[config.mk]
export PLATFORM = sky130hd
export DESIGN_NAME = sparse_term_scheduler
export DESIGN_NICKNAME = d
export VERILOG_FILES = /design/src/rtl/sparse_term_scheduler.sv
export SDC_FILE = /design/constraint.sdc
export NUM_CORES = 1
export LEC_CHECK = 0
export ABC_AREA = 1
export ABC_CLOCK_PERIOD_IN_PS = 1250
export BUFFER_PORTS_ARGS = -buffer_cell sky130_fd_sc_hd__buf_2
export CORE_UTILIZATION = 51
export DETAILED_ROUTE_END_ITERATION = 8
export GPL_ROUTABILITY_DRIVEN = 0
export PLACE_DENSITY = 0.76
export SETUP_SLACK_MARGIN = 0.1
export SYNTH_ARGS = -nofsm -noshare
export SYNTH_HDL_FRONTEND = slang
export SYNTH_SLANG_ARGS = --single-unit
[constraint.sdc]
create_clock -name clk -period 1.25 [get_ports clk]
set_input_delay 0.0625 -clock clk [delete_from_list [all_inputs] [get_ports clk]]
set_output_delay 0.0625 -clock clk [all_outputs]
set_load 0.005 [all_outputs]
[src/rtl/sparse_term_scheduler.sv]
// Issues a fixed number of term slots per multiplication, padding with dummy
// slots so the schedule length never depends on the sparse word count.
module sparse_term_scheduler #(
   parameter int unsigned SLOTS      = 64,
   parameter logic [9:0]  DUMMY_ADDR = 10'd1023,
   parameter int unsigned WAIT_MAX   = 4095
) (
   input  logic       clk,
   input  logic       rst,
   input  logic       start,
   input  logic [6:0] real_count,
   output logic       ctrl_start,
   output logic [9:0] ctrl_sparse_addr,
   output logic       ctrl_dummy,
   input  logic       ctrl_done,
   output logic [6:0] slot_idx,
   output logic       busy,
   output logic       done,
   output logic [1:0] err
);

   localparam int unsigned WW = $clog2(WAIT_MAX + 1);
   localparam logic [7:0] SLOTS_C = 8'(SLOTS);
   localparam logic [6:0] LAST_SLOT = 7'(SLOTS - 1);
   localparam logic [WW-1:0] WAIT_LAST = WW'(WAIT_MAX - 1);

   typedef enum logic [2:0] {
      IDLE, CHECK, ISSUE, WAIT, NEXT, FINISH
   } state_e;

   state_e        state_q, state_d;
   logic [6:0]    cnt_q, cnt_d;
   logic [6:0]    slot_q, slot_d;
   logic [WW-1:0] wait_q, wait_d;
   logic          busy_q, busy_d;
   logic          done_q, done_d;
   logic [1:0]    err_q, err_d;
   logic          real_slot;
   logic          slot_live;

   always_ff @(posedge clk) begin
      if (rst) begin
         state_q <= IDLE;
         cnt_q   <= '0;
         slot_q  <= '0;
         wait_q  <= '0;
         busy_q  <= 1'b0;
         done_q  <= 1'b0;
         err_q   <= 2'd0;
      end else begin
         state_q <= state_d;
         cnt_q   <= cnt_d;
         slot_q  <= slot_d;
         wait_q  <= wait_d;
         busy_q  <= busy_d;
         done_q  <= done_d;
         err_q   <= err_d;
      end
   end

   always_comb begin
      state_d = state_q;
      cnt_d   = cnt_q;
      slot_d  = slot_q;
      wait_d  = wait_q;
      busy_d  = busy_q;
      done_d  = 1'b0;
      err_d   = err_q;
      unique case (state_q)
         IDLE: begin
            // done_q high means this is the completion cycle; a start here is dropped
            if (start && !done_q) begin
               cnt_d   = real_count;
               err_d   = 2'd0;
               slot_d  = '0;
               busy_d  = 1'b1;
               state_d = CHECK;
            end
         end
         CHECK: begin
            if ({1'b0, cnt_q} > SLOTS_C) begin
               err_d   = 2'd1;
               done_d  = 1'b1;
               busy_d  = 1'b0;
               state_d = IDLE;
            end else begin
               state_d = ISSUE;
            end
         end
         ISSUE: begin
            wait_d  = '0;
            state_d = WAIT;
         end
         WAIT: begin
            if (ctrl_done) begin
               state_d = NEXT;
            end else if (wait_q == WAIT_LAST) begin
               err_d   = 2'd2;
               state_d = FINISH;
            end else begin
               wait_d = wait_q + 1'b1;
            end
         end
         NEXT: begin
            if (slot_q == LAST_SLOT) begin
               state_d = FINISH;
            end else begin
               slot_d  = slot_q + 1'b1;
               state_d = ISSUE;
            end
         end
         FINISH: begin
            done_d  = 1'b1;
            busy_d  = 1'b0;
            state_d = IDLE;
         end
         default: state_d = IDLE;
      endcase
   end

   // Real/dummy only steers the address mux, never the control flow
   assign real_slot = slot_q < cnt_q;
   assign slot_live = (state_q == ISSUE) || (state_q == WAIT);

   assign ctrl_start       = state_q == ISSUE;
   assign ctrl_dummy       = slot_live && !real_slot;
   assign ctrl_sparse_addr = !slot_live ? 10'd0 :
                             real_slot  ? {3'b000, slot_q} : DUMMY_ADDR;
   assign slot_idx         = slot_q;
   assign busy             = busy_q;
   assign done             = done_q;
   assign err              = err_q;

endmodule

---- Word level (Yosys, flattened, before mapping) ----
Index checks and enable logic that the tools add are counted.
Widths: inputs -> output; s select.
storage, ports and cells
  RAM bits ................................ 0
  latch bits .............................. 0
  input bits .............................. 11
  memory bits (read-only) ................. 0
  register bits ........................... 33
  memories ................................ 0
  output and inout port bits .............. 23
  word-level logic and storage cells ...... 65
operators by class
  bitwise operators ....................... 0
  multiply operators ...................... 0
  add/sub/neg operators ................... 2
  eq/ne operators ......................... 14
  multiplexer cells ....................... 24
  reduce and logical (&&, ||, !) cells .... 16
  shift operators ......................... 0
  order comparisons ....................... 2
  divide/modulo/power cells ............... 0
operators with widths
  kind                   number
  $mux 12                2
  $pmux 12 s2            1
  $mux 10                2
  $pmux 3 s5             1
  $mux 7                 2
  $pmux 7 s2             1
  $add 12x1->12 const B  1
  $eq 12x12->1 const B   1
  $mux 3                 4
  $ne 2x2->1 const B     6
  $mux 2                 5
  $reduce_and 3->1       3
  $add 7x1->7 const B    1
  $eq 7x6->1 const B     1
  $gt 7x7->1 const B     1
  $lt 7x7->1             1
  $eq 3x2->1 const B     2
  $eq 3x3->1 const B     2
  $pmux 2 s3             1
  $reduce_bool 3->1      2
  $reduce_and 5->1       1
  $reduce_and 2->1       2
  $reduce_bool 2->1      2
  $eq 3x1->1 const B     1
  8 further kinds        12

---- Logic depth before layout (Yosys ltp) ----
Gate-level depths: netlist (run 1).
  depth in word-level cells ............... 4
  gate-level depth with buffers ........... 11
  depth with buffers taken out ............ 10

---- Worst setup path after synthesis (run 1) ----
OpenSTA, ideal clock, no wires.
  path type ............................... flip-flop to flip-flop
  from .................................... register slot_q[1], in the netlist slot_idx[1]
  to ...................................... register slot_q[4], in the netlist slot_idx[4]
  setup time .............................. 0.114 ns
  path slack .............................. -0.165 ns
  cell stages (with the launch flop) ...... 10
  arrival time ............................ 1.301 ns
  data required time ...................... 1.136 ns
  period minus slack after synthesis ...... 1.415 ns
  cell sequence ........................... dfxtp_1 > ha_1 > nand2_1 > nor2_1 > nand2_1 > nand2_2 > nand2_4 > nand2_2 > xor2_1 > nor2_1
on the way
  word-level cells in the longest chain between the ends .. 3
ends and longest elaborated chain
  element                                         RTL line  source
  start, declared                                 33        logic [6:0] slot_q, slot_d;
  start signal, assigned                          53        slot_q <= slot_d;
  $add 7x1->7 or $eq 7x6->1 (tied branches)       108, 105
  $mux 7 or $ne 2x2->1 (tied branches)            --
  $pmux 7 s2 or $reduce_and 3->1 (tied branches)  --
Several ways; a longest one is shown, not always the timed one. The select of a mux whose other input is x is not followed.
A chain may end at the register's enable or synchronous reset.

---- Worst setup path in the final report (run 1) ----
  from .................................... register cnt_q[1]
  to ...................................... output port ctrl_sparse_addr[6]
on the way
  word-level cells in the longest chain between the ends .. 3
ends and longest elaborated chain
  element                 RTL line  source
  start, declared         32        logic [6:0] cnt_q, cnt_d;
  start signal, assigned  52        cnt_q <= cnt_d;
  $lt 7x7->1              122       assign real_slot = slot_q < cnt_q;
  $mux 10                 128       real_slot ? {3'b000, slot_q} : DUMMY_ADDR;
  $mux 10                 127       assign ctrl_sparse_addr = !slot_live ? 10'd0 :
  end, declared           13        output logic [9:0] ctrl_sparse_addr,
Every way passes these cells.

==> flow_summary.json, run 1 <==
{
  "status": "finished with violations",
  "violations": "negative setup slack",
  "port_buffers": 33,
  "numCtsBuffers": 5,
  "fin_ws_ns": -0.552,
  "crit_start": "cnt_q[1]",
  "drv_slew": 0,
  "yosysTopAreaCellShare": 0.319,
  "yosys-top-cells-area": "dfxtp_1 32%, nand2_1 11%, a21oi_1 7.2%",
  "syn_inst": 296,
  "whs_path_depth": 3,
  "cts.sinks": 33,
  "power_mw": 3.52,
  "instances_no_fill": 438,
  "drc": 0,
  "cts_root_buf": "clkbuf_8",
  "hold_slack_ns": 0.0281,
  "period_minus_slack_ns": 1.80,
  "grt_pass1_vias": 2140,
  "rr_worst_depth": 10,
  "antenna_found_initial": 0,
  "gr-total-overflow": 0,
  "async_reset_ff_frac": 0,
  "p_per_area_nw_per_um2": 1060,
  "dp.cells": 416,
  "synth_cell_types": 30,
  "worstPathMaxFanout": 8,
  "r2r-end": "wait_q[10]",
  "grt_start_max_net_pins": 12,
  "syn_area_per_cell_um2": 7.00,
  "mostFrequentLayoutCells": "46 x buf_4, 41 x nand2_1, 33 x buf_2",
  "cts_hold_buf": 0,
  "crit_type": "flop to primary output",
  "vias_per_cell": 5.79,
  "hpwl_mm": 4.04,
  "routedWlPerCell_um": 18.9,
  "clkLatencyLatePin_ns": 0.31,
  "yosysWarnings": 0,
  "ir_worst_vdd_mv": 0.842,
  "cts_buffer_depth": 2,
  "skew_ns": 0.0202,
  "layout_commonest_cell": "buf_4",
  "dr.pass1.iters": 6,
  "rsz0062_at_grt": "yes",
  "final_core_util": 0.882,
  "synth_area_um2": 2070,
  "fin_nets": 409,
  "htreeDepth": 2,
  "synth-edff-count": 0,
  "die_area_um2": 4320,
  "drive_gt1_frac": 0.597,
  "row_count": 22,
  "start_util": 0.549,
  "seq_area_frac_synth": 0.319,
  "crit_required_ns": 1.19,
  "finalSetupViolations": 44,
  "grt_first_pass_wirelength_mm": 9.67,
  "die_x_um": 65.7,
  "r2r_start": "wait_q[0]",
  "die_h_um": 65.7,
  "finalCritPeriodShare": 1.44,
  "r2r_slack_ns": -0.33,
  "grt_use_total": 0.300,
  "wl_mm": 8.27,
  "setup.worst_path.end_class": "primary output",
  "area_growth_pct": 60.5,
  "worstMarginPinSlew_ns": 0.339,
  "syn-num-nets": 316,
  "timing.fmax_mhz": 555,
  "antenna_cells": 0,
  "ios": 34,
  "synth_ff_type": "dfxtp_1",
  "clk_pin_slew_worst_paths_ns": 0.08,
  "cts_tree": "done",
  "drtIter0Drc": 246,
  "hp-class": "input port to flop",
  "synth_seq_cells": 33,
  "synth_top_area_cell": "dfxtp_1",
  "hold_viol": 0,
  "final_antenna_net_count": 0,
  "core_area_um2": 3770,
  "critPathArrivalTime_ns": 1.74,
  "relSlewSlack": 0.772,
  "maxCapViolCount": 0,
  "crit_end": "ctrl_sparse_addr[6]",
  "cp-start-kind": "flop",
  "via_count": 2538,
  "power.leakage_nw": 1.53
}
-- cells by family (layout without fill, tap and decap cells) --
group | after synthesis | after routing | synth area share
XOR/XNOR | 2 | 2 | 0.00846
AND/OR/NAND/NOR | 142 | 143 | 0.348
adder cells (fa/ha/maj) | 9 | 9 | 0.0543
buffers and inverters | 52 | 145 | 0.117
flip-flops | 33 | 33 | 0.319
AO/OA/AOI/OAI | 58 | 58 | 0.153
-- final cells by class --
type,instances,area [um^2]
clock buffer,5,68.8
clock inverter,3,17.5
fill,164,445
inverter,42,170
multi-input combinational,212,1600
sequential,33,697
tap,48,60.1
timing repair buffer,95,708
-- stage by stage --
stage	instance area, um^2	worst slack (ns)	setup TNS [ns]
after floorplan	2240	-0.0796	-0.516
after global placement	2760	-0.100	-1.68
after detailed placement	2760	-0.135	-3.59
after CTS	3130	-0.428	-6.08
after global routing	3330	-0.584	-12.76
final	3330	-0.552	-10.18
-- cells in the mapped netlist, types with 5 or more instances --
cell and instances:
nand2_1 58, inv_1 36, nor2_1 35, dfxtp_1 33, a21oi_1 30, nand3_1 17
o21ai_0 17, ha_1 9, nand2_2 6, nand4_1 5, o21ai_1 5
-- power breakdown --
group | internal (mW) | switching (mW) | leakage [nW]
combinational | 0.597 | 0.861 | 1.21
clock | 0.384 | 0.444 | 0.0439
sequential | 1.14 | 0.0900 | 0.278
-- sequential cells by signal, summed over array words and instances (netlist names) --
signal / cells
busy: 1
cnt_q: 7
done: 1
err: 2
slot_idx: 7
state_q: 3
wait_q: 12
-- how the worst min path moves through the flow --
stage	slack, ns	start	end
6_report	0.03	real_count[3]	cnt_q[3]
5_1_grt	0.04	real_count[2]	cnt_q[2]
4_1_cts	0.02	real_count[0]	cnt_q[0]
3_5_place_dp	0.35	real_count[2]	cnt_q[2]
3_3_place_gp	0.34	real_count[5]	cnt_q[5]
2_1_floorplan	0.23	real_count[0]	cnt_q[0]
-- critical path: stages (launching register included) --
cell,delay (ns)
dfxtp_2,0.35
inv_2,0.06
ha_4,0.28
nand3_2,0.08
nand2_1,0.08
nand4_1,0.10
nand2_1,0.13
nand2_4,0.09
o21ai_1,0.11
buf_2,0.15
-- routing by layer --
| metal | wire (um) | up-vias | track usage |
|---|---|---|---|
| met1 | 3150 | 1171 | 0.351 |
| met2 | 3890 | 179 | 0.529 |
| met4 | 459 | 0 | 0.122 |
| met3 | 778 | 47 | 0.0556 |
| li1 | - | 1141 | - |
| met5 | 0 | - | 0 |
-- repair_timing --
item,CTS,global route
endpoints found under the hold margin,0,0
setup buffers,4,8
pin swaps,24,26
cloned,2,0
resized for setup,69,34
setup endpoints to repair,45,45
Power figures use the tool's default switching activity.
==> run 2, diff against run 1 <==
- HOLD_SLACK_MARGIN: unset -> 0.08
==> run 2 against run 1 <==
Against the previous run:
- the flow still finishes with violations (negative setup slack)
- first-iteration DRC count grew 48%
- power grew 8.5%
- non-clock buffer count grew 16
- largest cell class unchanged
- largest power group unchanged
==> flow_summary.json, run 2 (synthesis results as in run 1) <==
{
  "die_h_um": 65.7,
  "hpwl_mm": 4.04,
  "largest_reg_flops": 12,
  "htreeDepth": 2,
  "critPathArrivalTime_ns": 1.74,
  "num-fill-cells": 89,
  "hold_viol": 0,
  "cts_tree": "done",
  "period_minus_slack_ns": 1.80,
  "port_buffers": 33,
  "power.leakage_nw": 1.67,
  "area_growth_pct": 74.2,
  "grt_start_max_net_pins": 12,
  "die_x_um": 65.7,
  "numCtsBuffers": 5,
  "start_util": 0.549,
  "fin_nets": 425,
  "setup.worst_path.end_class": "primary output",
  "maxCapViolCount": 0,
  "vias_per_cell": 6.55,
  "layout_commonest_cell": "buf_4",
  "die_area_um2": 4320,
  "hp-class": "input port to flop",
  "worstMarginPinSlew_ns": 0.529,
  "core_area_um2": 3770,
  "ir_worst_vdd_mv": 0.934,
  "drive_gt1_frac": 0.635,
  "place_area_um2": 2760,
  "clkLatencyLatePin_ns": 0.32,
  "power_mw": 3.82,
  "sw_frac_of_total": 0.425,
  "clockPowerShare": 0.227,
  "p_seq_frac": 0.324,
  "antenna_cells": 0,
  "row_count": 22,
  "gr-total-overflow": 0,
  "mostFrequentLayoutCells": "49 x buf_4, 35 x nand2_1, 33 x buf_2",
  "cts_root_buf": "clkbuf_8",
  "grt_first_pass_wirelength_mm": 10.7,
  "switching_power_mw": 1.62,
  "status": "finished with violations",
  "grt_pass1_vias": 2294,
  "via_count": 2975,
  "tns_ns": -13.74,
  "drtIter0Drc": 363,
  "top_register": "wait_q",
  "drv_slew": 0,
  "wl_mm": 11.4,
  "rsz0062_at_grt": "yes",
  "design_area_um2": 3610,
  "clk_pin_slew_worst_paths_ns": 0.09,
  "skew_ns": 0.0222,
  "crit_required_ns": 1.19,
  "cp-start-kind": "flop",
  "timing.fmax_mhz": 556,
  "drc": 0,
  "ios": 34,
  "p_per_area_nw_per_um2": 1060,
  "grt_use_total": 0.333,
  "final_core_util": 0.957,
  "routedWlPerCell_um": 25.1,
  "final_antenna_net_count": 0,
  "violations": "negative setup slack",
  "internal_power_mw": 2.19,
  "antenna_found_initial": 0,
  "finalSetupViolations": 44,
  "worstPathMaxFanout": 8,
  "fin_ws_ns": -0.548,
  "finalCritPeriodShare": 1.44,
  "cts.sinks": 33,
  "power_frac_comb": 0.449,
  "cts_buffer_depth": 2,
  "dr.pass1.iters": 5,
  "relSlewSlack": 0.646,
  "crit_type": "flop to primary output"
}
## run 2: cell count changes in the layout (fill, tap and decap cells not counted), moves of 3 or more
cell / previous run / this run
nand2_1: 41 / 35
dlygate4sd3_1: 0 / 8
nand2_4: 9 / 13
o21ai_1: 10 / 7
inv_1: 28 / 25
o21ai_2: 10 / 13
buf_4: 46 / 49
buf_6: 14 / 18
## run 2: critical path, cell delays in order, from the launching register on
cell and delay [ns]:
dfxtp_2 0.36, inv_2 0.07, ha_4 0.28, nand2_2 0.06, o21a_1 0.20, nand2_2 0.08
nand2_4 0.08, o21ai_1 0.12, buf_2 0.15
## run 2: per-stage QoR
step / hold WS, ns / setup WS, ns / instances
after floorplan: 0.225 / -0.0796 / 296
after global placement: 0.340 / -0.100 / 416
after CTS: 0.162 / -0.428 / 438
final: 0.251 / -0.548 / 454
after global routing: 0.255 / -0.585 / 454
after detailed placement: 0.350 / -0.135 / 416
## run 2: cell type report
type / count / area (um^2) / share of cell area
inverter: 42 / 178 / 0.0492
tap: 48 / 60.1 / 0.0166
multi-input combinational: 212 / 1710 / 0.475
sequential: 33 / 697 / 0.193
clock buffer: 5 / 68.8 / 0.0191
timing repair buffer: 111 / 876 / 0.243
clock inverter: 3 / 17.5 / 0.00485
## run 2: routing by layer
| metal | wire, um | track usage |
|---|---|---|
| met1 | 3900 | 0.384 |
| met2 | 4990 | 0.578 |
| met5 | 0 | 0 |
| met4 | 1070 | 0.152 |
| met3 | 1420 | 0.0712 |
## run 2: power by group through the flow
stage	Combinational (mW)	Sequential [mW]	Clock (mW)
4_1_cts	1.26	1.21	0.819
6_report	1.71	1.24	0.865
3_3_place_gp	0.978	1.23	0
5_1_grt	1.76	1.24	0.889
2_1_floorplan	0.677	1.23	0
3_5_place_dp	1.00	1.23	0
## run 2: worst paths after layout
| kind | endpoint | slack (ns) | cells after the start | from |
|---|---|---|---|---|
| min | cnt_q[1] | 0.25 | 4 | rst |
| max | ctrl_sparse_addr[0] | -0.55 | 8 | cnt_q[6] |
| max reg2reg | state_q[1] | -0.37 | 9 | wait_q[4] |
| min reg2reg | busy | 0.53 | 2 | busy |
## run 2: timing repair
action                                  CTS  global route
endpoints found under the setup margin   45            45
gates cloned                              2             0
hold buffers                              8             0
buffers inserted                          4            16
endpoints found under the hold margin    14             0
pin swaps                                24            44
gates resized for setup                  69            67
